===== config.mk =====
export PLATFORM = sky130hd
export DESIGN_NAME = pipeline_hazard_ctrl
export DESIGN_NICKNAME = d
export VERILOG_FILES = /design/src/rtl/pipeline_hazard_ctrl.sv
export SDC_FILE = /design/constraint.sdc
export NUM_CORES = 1
export LEC_CHECK = 0
export CORE_MARGIN = 3
export CORE_UTILIZATION = 25
export DETAILED_ROUTE_END_ITERATION = 7
export PLACE_DENSITY = 0.9
export SLEW_MARGIN = 5
export SYNTH_ARGS = -nofsm -noshare
export SYNTH_HDL_FRONTEND = slang
export SYNTH_SLANG_ARGS = --single-unit

===== constraint.sdc =====
create_clock -name clk -period 2.58 [get_ports clk]
set_input_delay 0.774 -clock clk [delete_from_list [all_inputs] [get_ports clk]]
set_output_delay 0.774 -clock clk [all_outputs]
set_load 0.01 [all_outputs]

===== src/rtl/pipeline_hazard_ctrl.sv =====
`default_nettype none
// ============================================================================
//  Module   : pipeline_hazard_ctrl
//  Purpose  : Central stall/flush scheduler for the 5-stage pipeline. Drives
//             the PC register and the four inter-stage registers, arbitrates
//             bus waits, multi-cycle MDU, load-use hazards and EX redirects,
//             and tracks one outstanding fetch so that a stale response
//             arriving after a redirect is dropped.
//  Options  : PIPE_HAZARD_PERF_EN - adds stall/flush performance counters.
//             When undefined, the counter ports are tied to zero.
//  Revision : 1.0 - initial release
// ============================================================================
module pipeline_hazard_ctrl #(
   parameter int REG_AW = 5,
   parameter int PERF_W = 32
) (
   input  logic              clk,
   input  logic              reset,          // asynchronous, active-low
   input  logic              ibus_req,
   input  logic              ibus_ok,
   input  logic              dbus_req,
   input  logic              dbus_ok,
   input  logic              ex_is_load,
   input  logic [REG_AW-1:0] ex_rd,
   input  logic [REG_AW-1:0] id_rs1,
   input  logic [REG_AW-1:0] id_rs2,
   input  logic              id_use1,
   input  logic              id_use2,
   input  logic              ex_mdu_start,
   input  logic              ex_mdu_done,
   input  logic              ex_redirect,
   output logic              stall_pc,
   output logic              stall_fd,
   output logic              stall_de,
   output logic              stall_em,
   output logic              stall_mw,
   output logic              flush_fd,
   output logic              flush_de,
   output logic              flush_em,
   output logic              flush_mw,
   output logic              redirect_take,
   output logic              fetch_discard,
   output logic [PERF_W-1:0] perf_stall_cnt,
   output logic [PERF_W-1:0] perf_flush_cnt
);

   typedef enum logic [1:0] {
      F_IDLE    = 2'd0,
      F_WAIT    = 2'd1,
      F_DISCARD = 2'd2
   } fetch_state_t;

   typedef enum logic [0:0] {
      M_IDLE = 1'b0,
      M_BUSY = 1'b1
   } mdu_state_t;

   fetch_state_t fetch_state_q, fetch_state_d;
   mdu_state_t   mdu_state_q,   mdu_state_d;

   logic w_mem_wait;
   logic w_mdu_wait;
   logic w_load_use;
   logic w_fetch_wait;
   logic w_stale_rsp;
   logic w_rs1_hit;
   logic w_rs2_hit;

   // Hazard conditions derived from the current inputs and FSM state.
   always_comb begin
      w_mem_wait   = dbus_req & ~dbus_ok;
      w_mdu_wait   = ((mdu_state_q == M_BUSY) | ex_mdu_start) & ~ex_mdu_done;
      w_rs1_hit    = id_use1 & (id_rs1 == ex_rd);
      w_rs2_hit    = id_use2 & (id_rs2 == ex_rd);
      // x0 is hardwired to zero, so a load into it never creates a hazard.
      w_load_use   = ex_is_load & (ex_rd != '0) & (w_rs1_hit | w_rs2_hit);
      w_fetch_wait = ibus_req & ~ibus_ok;
      w_stale_rsp  = (fetch_state_q == F_DISCARD) & ibus_ok;
   end

   // Priority resolution of stall/flush controls; everything is forced low
   // while reset is asserted. A stalled register ignores flush, so each row
   // inserts its bubble in the first register downstream of the hold.
   always_comb begin
      stall_pc      = 1'b0;
      stall_fd      = 1'b0;
      stall_de      = 1'b0;
      stall_em      = 1'b0;
      stall_mw      = 1'b0;
      flush_fd      = 1'b0;
      flush_de      = 1'b0;
      flush_em      = 1'b0;
      flush_mw      = 1'b0;
      redirect_take = 1'b0;
      fetch_discard = 1'b0;
      if (reset) begin
         fetch_discard = w_stale_rsp;
         if (w_mem_wait) begin
            stall_pc = 1'b1;
            stall_fd = 1'b1;
            stall_de = 1'b1;
            stall_em = 1'b1;
            flush_mw = 1'b1;
         end else if (w_mdu_wait) begin
            stall_pc = 1'b1;
            stall_fd = 1'b1;
            stall_de = 1'b1;
            flush_em = 1'b1;
         end else if (w_load_use) begin
            stall_pc = 1'b1;
            stall_fd = 1'b1;
            flush_de = 1'b1;
         end else if (ex_redirect) begin
            // Held EX re-presents the redirect later if a higher row wins.
            redirect_take = 1'b1;
            flush_fd      = 1'b1;
            flush_de      = 1'b1;
         end else if (w_fetch_wait | w_stale_rsp) begin
            stall_pc = 1'b1;
            flush_fd = 1'b1;
         end
      end
   end

   // MDU tracker next state: busy from an accepted start until done.
   always_comb begin
      mdu_state_d = mdu_state_q;
      case (mdu_state_q)
         M_IDLE: begin
            // A start that completes in its own cycle never goes busy; a
            // start under a memory wait is re-issued once EX advances.
            if (ex_mdu_start & ~ex_mdu_done & ~w_mem_wait) begin
               mdu_state_d = M_BUSY;
            end
         end
         M_BUSY: begin
            if (ex_mdu_done) begin
               mdu_state_d = M_IDLE;
            end
         end
         default: mdu_state_d = M_IDLE;
      endcase
   end

   // Fetch tracker next state: follows the single outstanding ibus request
   // and marks it stale when a redirect overtakes it.
   always_comb begin
      fetch_state_d = fetch_state_q;
      case (fetch_state_q)
         F_IDLE: begin
            if (w_fetch_wait) begin
               fetch_state_d = F_WAIT;
            end
         end
         F_WAIT: begin
            // A response that lands with the redirect is already killed by
            // flush_fd, so nothing remains to discard.
            if (ibus_ok) begin
               fetch_state_d = F_IDLE;
            end else if (redirect_take) begin
               fetch_state_d = F_DISCARD;
            end
         end
         F_DISCARD: begin
            // Only one request is ever outstanding, so a further redirect
            // here changes nothing: the next response is still the stale one.
            if (ibus_ok) begin
               fetch_state_d = F_IDLE;
            end
         end
         default: fetch_state_d = F_IDLE;
      endcase
   end

   // FSM state registers.
   always_ff @(posedge clk or negedge reset) begin
      if (!reset) begin
         mdu_state_q   <= M_IDLE;
         fetch_state_q <= F_IDLE;
      end else begin
         mdu_state_q   <= mdu_state_d;
         fetch_state_q <= fetch_state_d;
      end
   end

`ifdef PIPE_HAZARD_PERF_EN
   logic [PERF_W-1:0] perf_stall_q, perf_stall_d;
   logic [PERF_W-1:0] perf_flush_q, perf_flush_d;
   logic              w_any_flush;

   // Counter increments; both wrap naturally at 2^PERF_W.
   always_comb begin
      w_any_flush  = flush_fd | flush_de | flush_em | flush_mw;
      perf_stall_d = perf_stall_q;
      perf_flush_d = perf_flush_q;
      if (stall_pc) begin
         perf_stall_d = perf_stall_q + PERF_W'(1);
      end
      if (w_any_flush) begin
         perf_flush_d = perf_flush_q + PERF_W'(1);
      end
   end

   // Performance counter registers.
   always_ff @(posedge clk or negedge reset) begin
      if (!reset) begin
         perf_stall_q <= '0;
         perf_flush_q <= '0;
      end else begin
         perf_stall_q <= perf_stall_d;
         perf_flush_q <= perf_flush_d;
      end
   end

   assign perf_stall_cnt = perf_stall_q;
   assign perf_flush_cnt = perf_flush_q;
`else
   assign perf_stall_cnt = '0;
   assign perf_flush_cnt = '0;
`endif

endmodule
`default_nettype wire


== Word level (Yosys, flattened, before mapping) ==
Cells that the tools add are included.
Widths: inputs -> output; s select.

* Flip-flop bits (word level): 3
* Input bits: 27
* Logic and storage cells: 70

* Eq/ne operators: 7
* Mux-type cells: 40
* Bitwise gates (word level): 18
* Reductions and logical operators: 3

{| class="wikitable"
|+ Operator list
! kind !! number
|-
| $mux 1 || 34
|-
| $and 1x1->1 || 10
|-
| $eq 5x5->1 || 2
|-
| $mux 2 || 4
|-
| $pmux 2 s3 || 1
|-
| $not 1->1 || 5
|-
| $reduce_bool 5->1 || 1
|-
| $ne 2x2->1 const B || 2
|-
| $ne 3x3->1 const B || 1
|-
| $or 1x1->1 || 3
|-
| $reduce_and 3->1 || 1
|-
| $eq 2x1->1 const B || 1
|-
| $eq 2x2->1 const B || 1
|-
| $logic_not 2->1 || 1
|-
| $pmux 1 s2 || 1
|}

== Logic depth before layout (Yosys ltp) ==
* Word-level depth: 11
* Depth in mapped cells: 5
* Mapped depth without buffers: 5

== Worst setup path after synthesis ==
No wires, ideal clock.

* Path type: input port to output port
* Start point: in ex_rd[0]
* End point: out stall_pc
* Data arrival time: 1,819 ps
* Data required time: 1,806 ps
* Path slack: -13 ps
* Stages on the path: 4
* Cell sequence: or4_4 > o21ai_2 > a21oi_2 > o31a_1

* Word-level cells in the longest chain between the ends: 8

{| class="wikitable"
|+ RTL lines
! element !! line !! RTL
|-
| start, declared || 24 || <nowiki>input logic [REG_AW-1:0] ex_rd,</nowiki>
|-
| $eq 5x5->1 (on tied branches) || 73, 74 ||
|-
| $and 1x1->1 (on tied branches) || 73, 74 ||
|-
| $or 1x1->1 || 76 || <nowiki>w_load_use = ex_is_load & (ex_rd != '0) & (w_rs1_hit | w_rs2_hit);</nowiki>
|-
| $and 1x1->1 (*) || 76 ||
|-
| $mux 1 (*) || 109 || <nowiki>end else if (w_load_use) begin</nowiki>
|-
| $mux 1 (*) || 104 || <nowiki>end else if (w_mdu_wait) begin</nowiki>
|-
| $mux 1 (*) || 98 || <nowiki>if (w_mem_wait) begin</nowiki>
|-
| $mux 1 (*) || 96 || <nowiki>if (reset) begin</nowiki>
|-
| end, declared || 32 || <nowiki>output logic stall_pc,</nowiki>
|}

Every way passes the cells marked *; elsewhere a longest branch is shown, timed or not.

== Final worst setup path ==
* Start point: in ex_rd[2]
* End point: out stall_pc

The elaborated chain is that of the path after synthesis.

==> results_dict.tcl <==
set metrics [dict create \
    status "complete, but fails checks" \
    violations "negative setup slack" \
    setup_viol 5 \
    critPathBufInv 3 \
    grt_max_degree 8 \
    arrival_ns 2.12 \
    nNetsFinal 197 \
    powerDensity_nw_per_um2 250.2 \
    finalClockSkew_ns 0.008413 \
    ir_drop_mv 0.07636 \
    place_congestion 0.6886 \
    grt.busiest_layer "met2" \
    synth.avg_cell_area_sq_um 7.616 \
    avgViaCountPerCell 3.493 \
    dp.cells 205 \
    slowest_delay_ns 0.54 \
    cp_top_family "simple AND/OR/NAND/NOR gates" \
    antenna_found_initial 0 \
    drc 0 \
    cts_buffers 3 \
    rows 20 \
    io_buffers 36 \
    start_util_pct 27.34 \
    cts.path.max_buffers 2 \
    groute.usage.overall_pct 9.065 \
    drv_cap 0 \
    wirelength_um 2115 \
    vias 744 \
    dp_hpwl_um 1829 \
    diodes 0 \
    slowest_stage "or4_4" \
    cts.clk_slew.worst_paths_ns 0.04 \
    grt_pass1_wl_um 2870 \
    netlist_instances 115 \
    drive_above_1_share_pct 33.14 \
    cts_tree "yes" \
    drtIter0Drc 18 \
    synthArstFlopShare_pct 100.0 \
    syn_to_final_growth_pct 42.57 \
    ys.flop_type "dfrtp_1" \
    synth_edf_count 0 \
    synth_warnings 0 \
    ys_types 27 \
    critPathLaunchType "input pin" \
    worstPathCellList "buf_8, or4_4, o21ai_4, a21oi_4, buf_6, o31a_1, buf_2" \
    yosysTopAreaCellShare_pct 56.57 \
    min_path_type "flip-flop to flip-flop" \
    seq_area_frac_synth_pct 8.571 \
    met2_usage_pct 17.70 \
    cts.sinks 3 \
    post-route-period-util_pct 112.1 \
    fin_crit_ns 2.893 \
    routedWlPerCell_um 9.930 \
    crit_type "input pin to output port" \
    worst-path-max-fanout 4 \
    die_area_sq_um 4250 \
    met3_usage_pct 3.590 \
    yosys-top-cells-area "buf_4 57%, dfrtp_1 8.6%, xor2_1 8.0%" \
    grt_pass1_vias 685 \
    finalWorstSetupSlack_ns -0.3129 \
    yosysMostFrequentCell "buf_4" \
    yosys-top-cells-count "66 x buf_4, 8 x xor2_1, 7 x nor2_1" \
    use_met1_pct 7.438 \
    finalSetupTns_ns -1.057 \
    gr-total-overflow 0 \
    ys_ff_latch 3 \
    die_w_um 65.19 \
    synth_top_cell_by_area "buf_4" \
    synth_area_sq_um 875.8 \
    drv_slew 0 \
    cts_root_buffer "clkbuf_4" \
    ios 102 \
    worstPathRequired_ns 1.81 \
    clock.fmax_mhz 345.7 \
    clock_latency_ns 0.24 \
    antenna_left 0 \
    n_fill_cell 355 \
    hold_viol 0 \
    fp.dieH_um 65.19 \
    endpoint_kind "output port" \
    rsz0062_at_grt "yes" \
    leakagePower_nw 0.7058 \
    first_pass_iters 3 \
    coreArea_sq_um 3203 \
    fin_cells 213 \
    htreeDepth 1 \
]
-- layout by cell type (no fill, tap or decap), drive strengths merged, types with 2 or more instances in the layout --
cell type,instances
conb,65
buf,35
xor2,8
nor2,7
clkbuf,6
dlymetal6s2s,5
clkdlybuf4s50,5
nand3,3
nand2,3
dfrtp,3
dlygate4sd2,3
a21oi,3
xnor2,2
inv,2
nor2b,2
nor4,2
o21ai,2
clkdlybuf4s15,2
-- sequential cells by signal (all words and copies together) (netlist names) --
register,flops
fetch_state_q,2
mdu_state_q,1
-- timing repair --
action,4_1_cts,5_1_grt
hold buffers,0,0
resized for setup,97,31
buffers inserted,3,1
endpoints found under the setup margin,10,6
pin swaps,15,17
-- path summary, 6_finish.rpt --
| path | from | endpoint | slack (ns) | depth (start not counted) |
|---|---|---|---|---|
| worst max-delay path | ex_rd[2] | stall_pc | -0.31 | 7 |
| worst min-delay path | mdu_state_q | mdu_state_q | 0.50 | 2 |
| worst max register to register | mdu_state_q | fetch_state_q[0] | 1.24 | 6 |
| worst min register to register | mdu_state_q | mdu_state_q | 0.50 | 2 |
| max in group asynchronous | reset | fetch_state_q[0] | 1.86 | 2 |
| min in group asynchronous | reset | mdu_state_q | 0.61 | 2 |
-- through the flow --
step	hold WS, ns	instance area [sq um]	power, mW	util, %	setup WS, ns
2_1_floorplan	0.4631	1116	0.2044	-	0.04410
3_3_place_gp	0.4806	1126	0.2144	35.16	-1.005
3_5_place_dp	0.5012	1126	0.2179	35.16	-1.116
4_1_cts	0.5114	1180	0.3041	36.84	-0.3763
5_1_grt	0.5487	1249	0.3389	38.98	-0.3667
6_report	0.5045	1249	0.3125	38.98	-0.3129
-- kinds of logic after synthesis --
group	share of synthesized area, %
and+or+nand+nor	13.00
DFF	8.571
other	0.4282
AOI/OAI and AO/OA	9.287
buffers and inverters	57.43
muxes	1.286
xor gates and xnor gates	10.00
-- power by group --
part           internal [mW]  total, mW  switching, mW
Combinational         0.0768      0.173         0.0965
Clock                 0.0582     0.0867         0.0285
Sequential            0.0502     0.0525        0.00235
-- cell type report --
cell class | instances | area (sq um) | area share [%]
Timing Repair Buffer | 52 | 466.7 | 37.37
Inverter | 2 | 7.507 | 0.6012
Clock buffer | 4 | 26.28 | 2.104
Multi-Input combinational cell | 108 | 618.1 | 49.50
Sequential cell | 3 | 75.07 | 6.012
Tap cell | 44 | 55.05 | 4.409
-- worst min-delay path: cells and delay by family (launching register included) --
kind / cells / cell delay (ns)
AO/OA/AOI/OAI: 1 / 0.04
flip-flops: 1 / 0.34
AND/OR/NAND/NOR: 1 / 0.08
-- layer usage --
layer	vias up	part of all wire, %
met3	5	15
met5	-	0
met2	64	56
met4	0	1.9
li1	343	-
met1	332	26
Note: power is estimated with default switching activity, not from simulation.
